`config.mk`:
```
export PLATFORM = sky130hd
export DESIGN_NAME = rr_arb_2x1
export DESIGN_NICKNAME = d
export VERILOG_FILES = /design/src/rtl/rr_arb_2x1.sv
export SDC_FILE = /design/constraint.sdc
export NUM_CORES = 1
export LEC_CHECK = 0
export ABC_CLOCK_PERIOD_IN_PS = 1800
export CAP_MARGIN = 5
export CORE_MARGIN = 2
export CORE_UTILIZATION = 31
export DETAILED_ROUTE_END_ITERATION = 8
export PLACE_DENSITY = 0.78
export REMOVE_ABC_BUFFERS = 1
export SLEW_MARGIN = 25
export SYNTH_ARGS = -nofsm -noshare
export SYNTH_HDL_FRONTEND = slang
export SYNTH_SLANG_ARGS = --single-unit
```
`constraint.sdc`:
```
create_clock -name clk -period 1.8 [get_ports clk]
set_clock_uncertainty 0.2 [all_clocks]
set_input_delay 0.36 -clock clk [delete_from_list [all_inputs] [get_ports clk]]
set_output_delay 0.36 -clock clk [all_outputs]
set_load 0.02 [all_outputs]
```
`src/rtl/rr_arb_2x1.sv`:
```
// rtl/rr_arb_2x1.sv - two-channel round-robin arbiter driving a downstream mux_2x1 select
// Optional multi-beat grant locking: RR_ARB_LOCK_EN
module rr_arb_2x1 #(
   parameter int WIDTH = 8
) (
   input  logic             clk,
   input  logic             rst_n,
   input  logic             in0_valid,
   input  logic [WIDTH-1:0] in0_data,
   input  logic             in0_last,
   output logic             in0_ready,
   input  logic             in1_valid,
   input  logic [WIDTH-1:0] in1_data,
   input  logic             in1_last,
   output logic             in1_ready,
   output logic             out_valid,
   output logic [WIDTH-1:0] out_data,
   output logic             out_last,
   input  logic             out_ready,
   output logic             sel,
   output logic [1:0]       grant
);

   typedef enum logic [1:0] {
      S_IDLE = 2'd0,
      S_GNT0 = 2'd1,
      S_GNT1 = 2'd2
   } state_t;

   state_t     r_state;
   logic       r_prio;
   logic       r_sel;
   logic [1:0] r_grant;

   logic       w_hs0;
   logic       w_hs1;
   logic       w_end0;
   logic       w_end1;
   logic       w_out_valid;

   assign w_hs0 = (r_state == S_GNT0) && in0_valid && out_ready;
   assign w_hs1 = (r_state == S_GNT1) && in1_valid && out_ready;

`ifdef RR_ARB_LOCK_EN
   assign w_end0 = w_hs0 && in0_last;
   assign w_end1 = w_hs1 && in1_last;
`else
   logic w_unused_last;
   assign w_unused_last = in0_last ^ in1_last;
   assign w_end0        = w_hs0;
   assign w_end1        = w_hs1;
`endif

   // sel/grant are registered alongside the state so they never glitch
   always_ff @(posedge clk or negedge rst_n) begin
      if (!rst_n) begin
         r_state <= S_IDLE;
         r_prio  <= 1'b0;
         r_sel   <= 1'b0;
         r_grant <= 2'b00;
      end else begin
         case (r_state)
            S_IDLE: begin
               if (in0_valid && (!in1_valid || !r_prio)) begin
                  r_state <= S_GNT0;
                  r_sel   <= 1'b1;
                  r_grant <= 2'b01;
               end else if (in1_valid) begin
                  r_state <= S_GNT1;
                  r_sel   <= 1'b0;
                  r_grant <= 2'b10;
               end
            end
            S_GNT0: begin
               if (w_end0) begin
                  r_prio <= 1'b1;
                  if (in1_valid) begin
                     r_state <= S_GNT1;
                     r_sel   <= 1'b0;
                     r_grant <= 2'b10;
                  end else begin
                     r_state <= S_IDLE;
                     r_sel   <= 1'b0;
                     r_grant <= 2'b00;
                  end
               end
            end
            S_GNT1: begin
               if (w_end1) begin
                  r_prio <= 1'b0;
                  if (in0_valid) begin
                     r_state <= S_GNT0;
                     r_sel   <= 1'b1;
                     r_grant <= 2'b01;
                  end else begin
                     r_state <= S_IDLE;
                     r_sel   <= 1'b0;
                     r_grant <= 2'b00;
                  end
               end
            end
            default: begin
               r_state <= S_IDLE;
               r_sel   <= 1'b0;
               r_grant <= 2'b00;
            end
         endcase
      end
   end

   // Data path is purely combinational off the registered state
   always_comb begin
      w_out_valid = 1'b0;
      out_data    = '0;
      in0_ready   = 1'b0;
      in1_ready   = 1'b0;
      case (r_state)
         S_GNT0: begin
            w_out_valid = in0_valid;
            out_data    = in0_data;
            in0_ready   = out_ready;
         end
         S_GNT1: begin
            w_out_valid = in1_valid;
            out_data    = in1_data;
            in1_ready   = out_ready;
         end
         default: begin
            w_out_valid = 1'b0;
         end
      endcase
   end

`ifdef RR_ARB_LOCK_EN
   assign out_last = (r_state == S_GNT0) ? in0_last :
                     (r_state == S_GNT1) ? in1_last : 1'b0;
`else
   assign out_last = w_out_valid;
`endif

   assign out_valid = w_out_valid;
   assign sel       = r_sel;
   assign grant     = r_grant;

endmodule

```
==> out/results.ini, run 1 <==
[clock_tree]
clock_latency_ns=0.24
cts_tree=yes
cts_sinks=4
cts_buffers=3
postCtsHoldBufs=0
clk_pin_slew_worst_paths_ns=0.04
cts_max_path_buffers=2
cts_max_level=1
root_buffer=clkbuf_4

[detailed_routing]
post_drt_wl_per_cell_um=12.0
ant_nets=0
via_count=590
drt_first_pass_iters=3
drt-initial-drc-count=9
drc=0
wl_um=1460
routed_via_density=4.88

[floorplanning]
die_area_um2=1810
fp.dieW_um=42.5
die_y_um=42.5
rows=13
core-area_um2=1350
start_util_pct=34.1
num_io_pins=38

[worst_setup_path]
crit_path_end_kind=output port
worstPathMaxFanout=11
crit-reg2reg-launch=grant[1]
required_ns=1.24
startpoint=grant[1]
critical_path_arrival_ns=1.40
start_kind=flop
path_class=flop to output port

[logic_synthesis]
avgSynthCellArea_um2=8.22
synthDistinctLibCells=22
ys_warn_count=0
yosysTopAreaCell=dfrtp_1
ys_seq_elements=4
synth_top_area_share_pct=21.7
synth_area_leaders=dfrtp_1, a22oi_1, nor2b_1
postSynthCellCount=56
syn_area_um2=460
seq_area_frac_synth_pct=21.7

[placed_design]
post-dp-hpwl_um=1160
gp_congestion=0.876
port_buffers=35

[outcome]
status=finished with violations
violations=negative setup slack

[cells_and_area]
nets=135
layout_common_cells=clkdlybuf4s50_1, buf_4, nor2b_1
fill_cells=108
n_antenna_cell=0
syn_to_final_growth_pct=121
drive_gt1_share_pct=45.3
mostFrequentLayoutCell=clkdlybuf4s50_1

[timing]
min_period_ns=1.96
setup_violations=15
hold_slack_ns=0.124
hold_viol_final=0
finalCritPeriodShare_pct=109
worstMarginPinSlew_ns=0.252
finalMaxSlewViolations=0
setup_tns_ns=-1.97
max_slew_margin_pct=83.2
max_freq_ghz=0.510
setup_slack_ns=-0.162
rsz0062_at_grt=true

[grt]
grt_pass1_vias=592
grt_max_degree=12
grtUsageTotal_pct=16.7
antenna_found_initial=0
grt_pass1_wl_um=2320
grt_overflow=0

[power_and_ir_drop]
powerDensity_nw_per_um2=1540
leakagePower_nw=0.441
peakVddDrop_mv=0.738

[flow_run]
drv_cap=0

[worst_hold_path]
hp-class=input port to asynchronous set/reset pin

## layout make-up
class                      count  area [µm²]  area share, %
timing repair buffer          50         454           44.5
multi-input combinational     46         413           40.5
clock buffer                   3        22.5           2.21
sequential                     4         100           9.82
inverter                       3        11.3           1.10
tap                           15        18.8           1.84
## per-layer routing
metal  share of wire (%)  global-route usage, %  vias up
li1                    -                      -      303
met4                 1.0                   7.50        0
met2                  54                   31.4       27
met5                   0                      0        -
met3                 6.0                   5.17        2
met1                  39                   16.4      258
## cells by family (layout without fill, tap and decap cells)
kind of cell             count (synthesis)  after routing  synth area share [%]
AO/OA/AOI/OAI                           18             18                  29.1
adder cells (fa/ha/maj)                  4              4                  10.9
buffers and inverters                    6             56                  5.98
flip-flops                               4              4                  21.7
multiplexers                             2              2                  6.52
AND/OR/NAND/NOR                         22             22                  25.8
## power by group
part           internal, W  leakage, nW  switching, W  total, W
clock            0.0000750       0.0138     0.0000422  0.000117
combinational     0.000705        0.377      0.000576   0.00128
sequential        0.000132       0.0498     0.0000368  0.000169
total             0.000912        0.441      0.000654   0.00157
## flip-flops by register name, summed over array words and instances, names as in the netlist
name    count
grant       2
r_prio      1
sel         1
## synthesized netlist by cell type, drive strengths merged
cell and count:
a21oi 3, a22o 2, a22oi 9, a31oi 1, a32o 1, and2 2, buf 2, clkbuf 1
dfrtp 4, ha 4, inv 3, mux2 2, nand2 5, nand2b 1, nand3 2, nor2 1
nor2b 10, nor3 1, o21ai 2
## repair_timing
item,4_1_cts,5_1_grt
gates resized for setup,74,8
pin swaps,9,0
setup buffers,1,3
setup endpoints to repair,17,16
gates cloned,0,0
## worst max-delay path, cell delays in order (launching register included)
cell and delay (ns):
dfrtp_1 0.40, buf_6 0.13, ha_4 0.22, a22oi_1 0.09
nor2b_1 0.14, buf_2 0.18
## metrics by stage
step / cells / setup slack (ns) / instance area (µm²) / power [W] / utilization, %
3_5_place_dp: 114 / -0.496 / 908 / 0.00128 / 67.3
4_1_cts: 118 / -0.175 / 977 / 0.00151 / 72.4
2_1_floorplan: 53 / -0.433 / 444 / 0.000775 / -
3_3_place_gp: 114 / -0.470 / 908 / 0.00126 / 67.3
6_report: 121 / -0.162 / 1020 / 0.00157 / 75.5
5_1_grt: 121 / -0.247 / 1020 / 0.00168 / 75.5
## final timing paths
kind / end / slack (ns) / cells past startpoint
worst max-delay path: out_last / -0.16 / 5
worst min-delay path: grant[0] / 0.12 / 1
worst max register to register: sel / -0.14 / 8
worst min register to register: sel / 0.29 / 1
max in group asynchronous: sel / 1.11 / 1
min in group clk: sel / 0.29 / 1
Power figures use the tool's default switching activity.
==> inputs of run 2 (changes only) <==
--- a/config.mk
+++ b/config.mk
@@ -5,7 +5,7 @@
 export SDC_FILE = /design/constraint.sdc
 export NUM_CORES = 1
 export LEC_CHECK = 0
-export ABC_CLOCK_PERIOD_IN_PS = 1800
+export ABC_CLOCK_PERIOD_IN_PS = 1900
 export CAP_MARGIN = 5
 export CORE_MARGIN = 2
 export CORE_UTILIZATION = 31
==> constraint.sdc (replaced) <==
create_clock -name clk -period 1.9 [get_ports clk]
set_clock_uncertainty 0.2 [all_clocks]
set_input_delay 0.38 -clock clk [delete_from_list [all_inputs] [get_ports clk]]
set_output_delay 0.38 -clock clk [all_outputs]
set_load 0.02 [all_outputs]
==> run 2 against run 1 <==
  * The flow still finishes with violations (negative setup slack)
  * Register-to-register slack about the same
  * Setup slack gained 0.011 ns
  * Flip-flop and latch count stayed put
  * Global-route usage is 1.1 points higher
  * Final area down 0.61%
  * Sequential share of layout area grew 0.061 points
  * Hold slack improved by 0.020 ns
  * Routed wire length up 4.7%
==> out/results.ini, run 2 (synthesis gave the netlist of run 1 again) <==
[flow_run]
drv_cap=0  ; unchanged

[worst_setup_path]
worstPathMaxFanout=7  ; -4
crit_path_top_delay_cell=dfrtp_1
required_ns=1.32  ; +0.08 ns
path_class=flop to output port
critical_path_arrival_ns=1.47  ; +0.07 ns
slowest_delay_ns=0.42  ; +0.02 ns
path_cells=buf_6 > ha_4 > buf_6 > a22oi_2 > nor2b_1 > buf_4
crit_path_end_kind=output port
crit_path_frequent_cell=buf_6
start_kind=flop

[cells_and_area]
nets=135  ; unchanged
syn_to_final_growth_pct=120
mostFrequentLayoutCell=clkdlybuf4s50_1
n_antenna_cell=0  ; unchanged
drive_gt1_share_pct=42.5  ; -2.8 points
finalNonFillerCells=121  ; unchanged
largest_reg_flops=2  ; unchanged
fill_cells=113  ; +4.6%
layout_common_cells=clkdlybuf4s50_1, buf_4, nor2b_1
final_area_um2=1010  ; -0.61%

[grt]
grt.met2_usage_pct=34.8  ; +3.4 points
gr-max-usage-layer=met2
antenna_found_initial=0  ; unchanged
grt_use_met1_pct=18.3  ; +1.8 points
grt_pass1_vias=599  ; +1.2%
grt_overflow=0  ; unchanged
met3_usage_pct=3.88  ; -1.3 points
grt_pass1_wl_um=2470  ; +6.6%
grtUsageTotal_pct=17.8  ; +1.1 points
grt_max_degree=10  ; -2

[timing]
hold_viol_final=0  ; unchanged
worstMarginPinSlew_ns=0.227  ; -0.0255 ns
max_slew_margin_pct=84.9  ; +1.7 points
setup_tns_ns=-1.55  ; +0.421 ns
setup_violations=14  ; -1
finalMaxSlewViolations=0  ; unchanged
setup_slack_ns=-0.150  ; +0.0113 ns
max_freq_ghz=0.488
rsz0062_at_grt=true
min_period_ns=2.05
finalCritPeriodShare_pct=108

[floorplanning]
core-area_um2=1350  ; unchanged
rows=13  ; unchanged
num_io_pins=38  ; unchanged
die_y_um=42.5  ; unchanged
start_util_pct=34.1  ; unchanged
fp.dieW_um=42.5  ; unchanged
die_area_um2=1810  ; unchanged

[detailed_routing]
post_drt_wl_per_cell_um=12.6  ; +4.7%
ant_nets=0  ; unchanged
drt_first_pass_iters=4  ; +1
drt-initial-drc-count=13  ; +4
routed_via_density=5.14  ; +5.4%
drc=0  ; unchanged
via_count=622  ; +5.4%
wl_um=1530  ; +4.7%

[power_and_ir_drop]
switching_share_pct=42.1  ; +0.32 points
combPwrFrac_pct=81.7  ; about the same
p_sw_w=0.000627  ; -4.3%
p_total_w=0.00149  ; -5.0%
intPower_w=0.000862  ; -5.5%
leakagePower_nw=0.442  ; +0.20%
seq_power_share_pct=10.8  ; about the same
powerDensity_nw_per_um2=1470  ; -4.4%
power_frac_clock_pct=7.5  ; about the same
peakVddDrop_mv=0.845  ; +14%

[placed_design]
port_buffers=35  ; unchanged
placed_cells=115  ; +0.88%
dp_worst_setup_slack_ns=-0.450  ; +0.0456 ns
place_area_um2=916  ; +0.83%
post-dp-hpwl_um=1160  ; unchanged
gp_congestion=0.831  ; -5.2%

[worst_hold_path]
hp-class=input port to asynchronous set/reset pin

[outcome]
status=finished with violations
violations=negative setup slack

[clock_tree]
cts_tree=yes
cts_buffers=3  ; unchanged
root_buffer=clkbuf_4
clock_latency_ns=0.24  ; about the same
postCtsHoldBufs=0  ; unchanged
clk_pin_slew_worst_paths_ns=0.04  ; about the same
cts_max_path_buffers=2  ; unchanged
cts_sinks=4  ; unchanged
cts_max_level=1  ; unchanged

## run 2: changes by cell type in the layout (fill, tap and decap cells not counted), sizes merged
cell,previous run,this run
buf,27,26
dlygate4sd2,1,2
## run 2: through the flow
| step | hold slack (ns) | utilization, % |
|---|---|---|
| after floorplan | -0.116 | - |
| after global placement | 0.286 | 67.8 |
| after detailed placement | 0.286 | 67.8 |
| after CTS | 0.139 | 73.2 |
| after global routing | 0.156 | 75.1 |
| final | 0.144 | 75.1 |
## run 2: power by group through the flow
stage               clock (W)  combinational, W  sequential, W
finish               0.000112           0.00122       0.000160
global route         0.000119           0.00130       0.000166
CTS                  0.000114           0.00117       0.000158
detailed placement          0           0.00107       0.000153
global placement            0           0.00105       0.000154
floorplan                   0          0.000542       0.000193
## run 2: area by class of cell
class / instances / area [µm²] / area share (%)
well taps: 15 / 18.8 / 1.85
repair buffers: 50 / 460 / 45.4
inverters: 3 / 11.3 / 1.11
multi-input cells: 46 / 400 / 39.5
clock buffers: 3 / 22.5 / 2.22
flip-flops and latches: 4 / 100 / 9.88
## run 2: worst paths after layout
check / slack, ns / to / start / cells after the start
max: -0.15 / out_data[2] / grant[1] / 6
min: 0.14 / grant[0] / rst_n / 1
max reg2reg: -0.14 / sel / grant[1] / 9
min reg2reg: 0.29 / sel / sel / 1
max in group asynchronous: 1.18 / r_prio / rst_n / 1
min in group clk: 0.29 / sel / sel / 1
## run 2: routing by layer
metal  part of all wire, %  wire length (µm)
met5                     0                 0
met4                  0.46                 7
met3                   7.5               114
met2                    54               830
met1                    38               573
## run 2: timing repair
| item | CTS | global route |
|---|---|---|
| setup endpoints to repair | 17 | 15 |
| gates resized for setup | 73 | 6 |
| pin swaps | 1 | 0 |
| buffers inserted | 2 | 1 |
## run 2: worst max-delay path, delay by kind of cell (launching register included)
family | cells | cell delay, ns
AND/OR/NAND/NOR | 1 | 0.06
AO/OA/AOI/OAI | 1 | 0.15
buffers and inverters | 3 | 0.43
flip-flops | 1 | 0.42
adder cells (fa/ha/maj) | 1 | 0.18
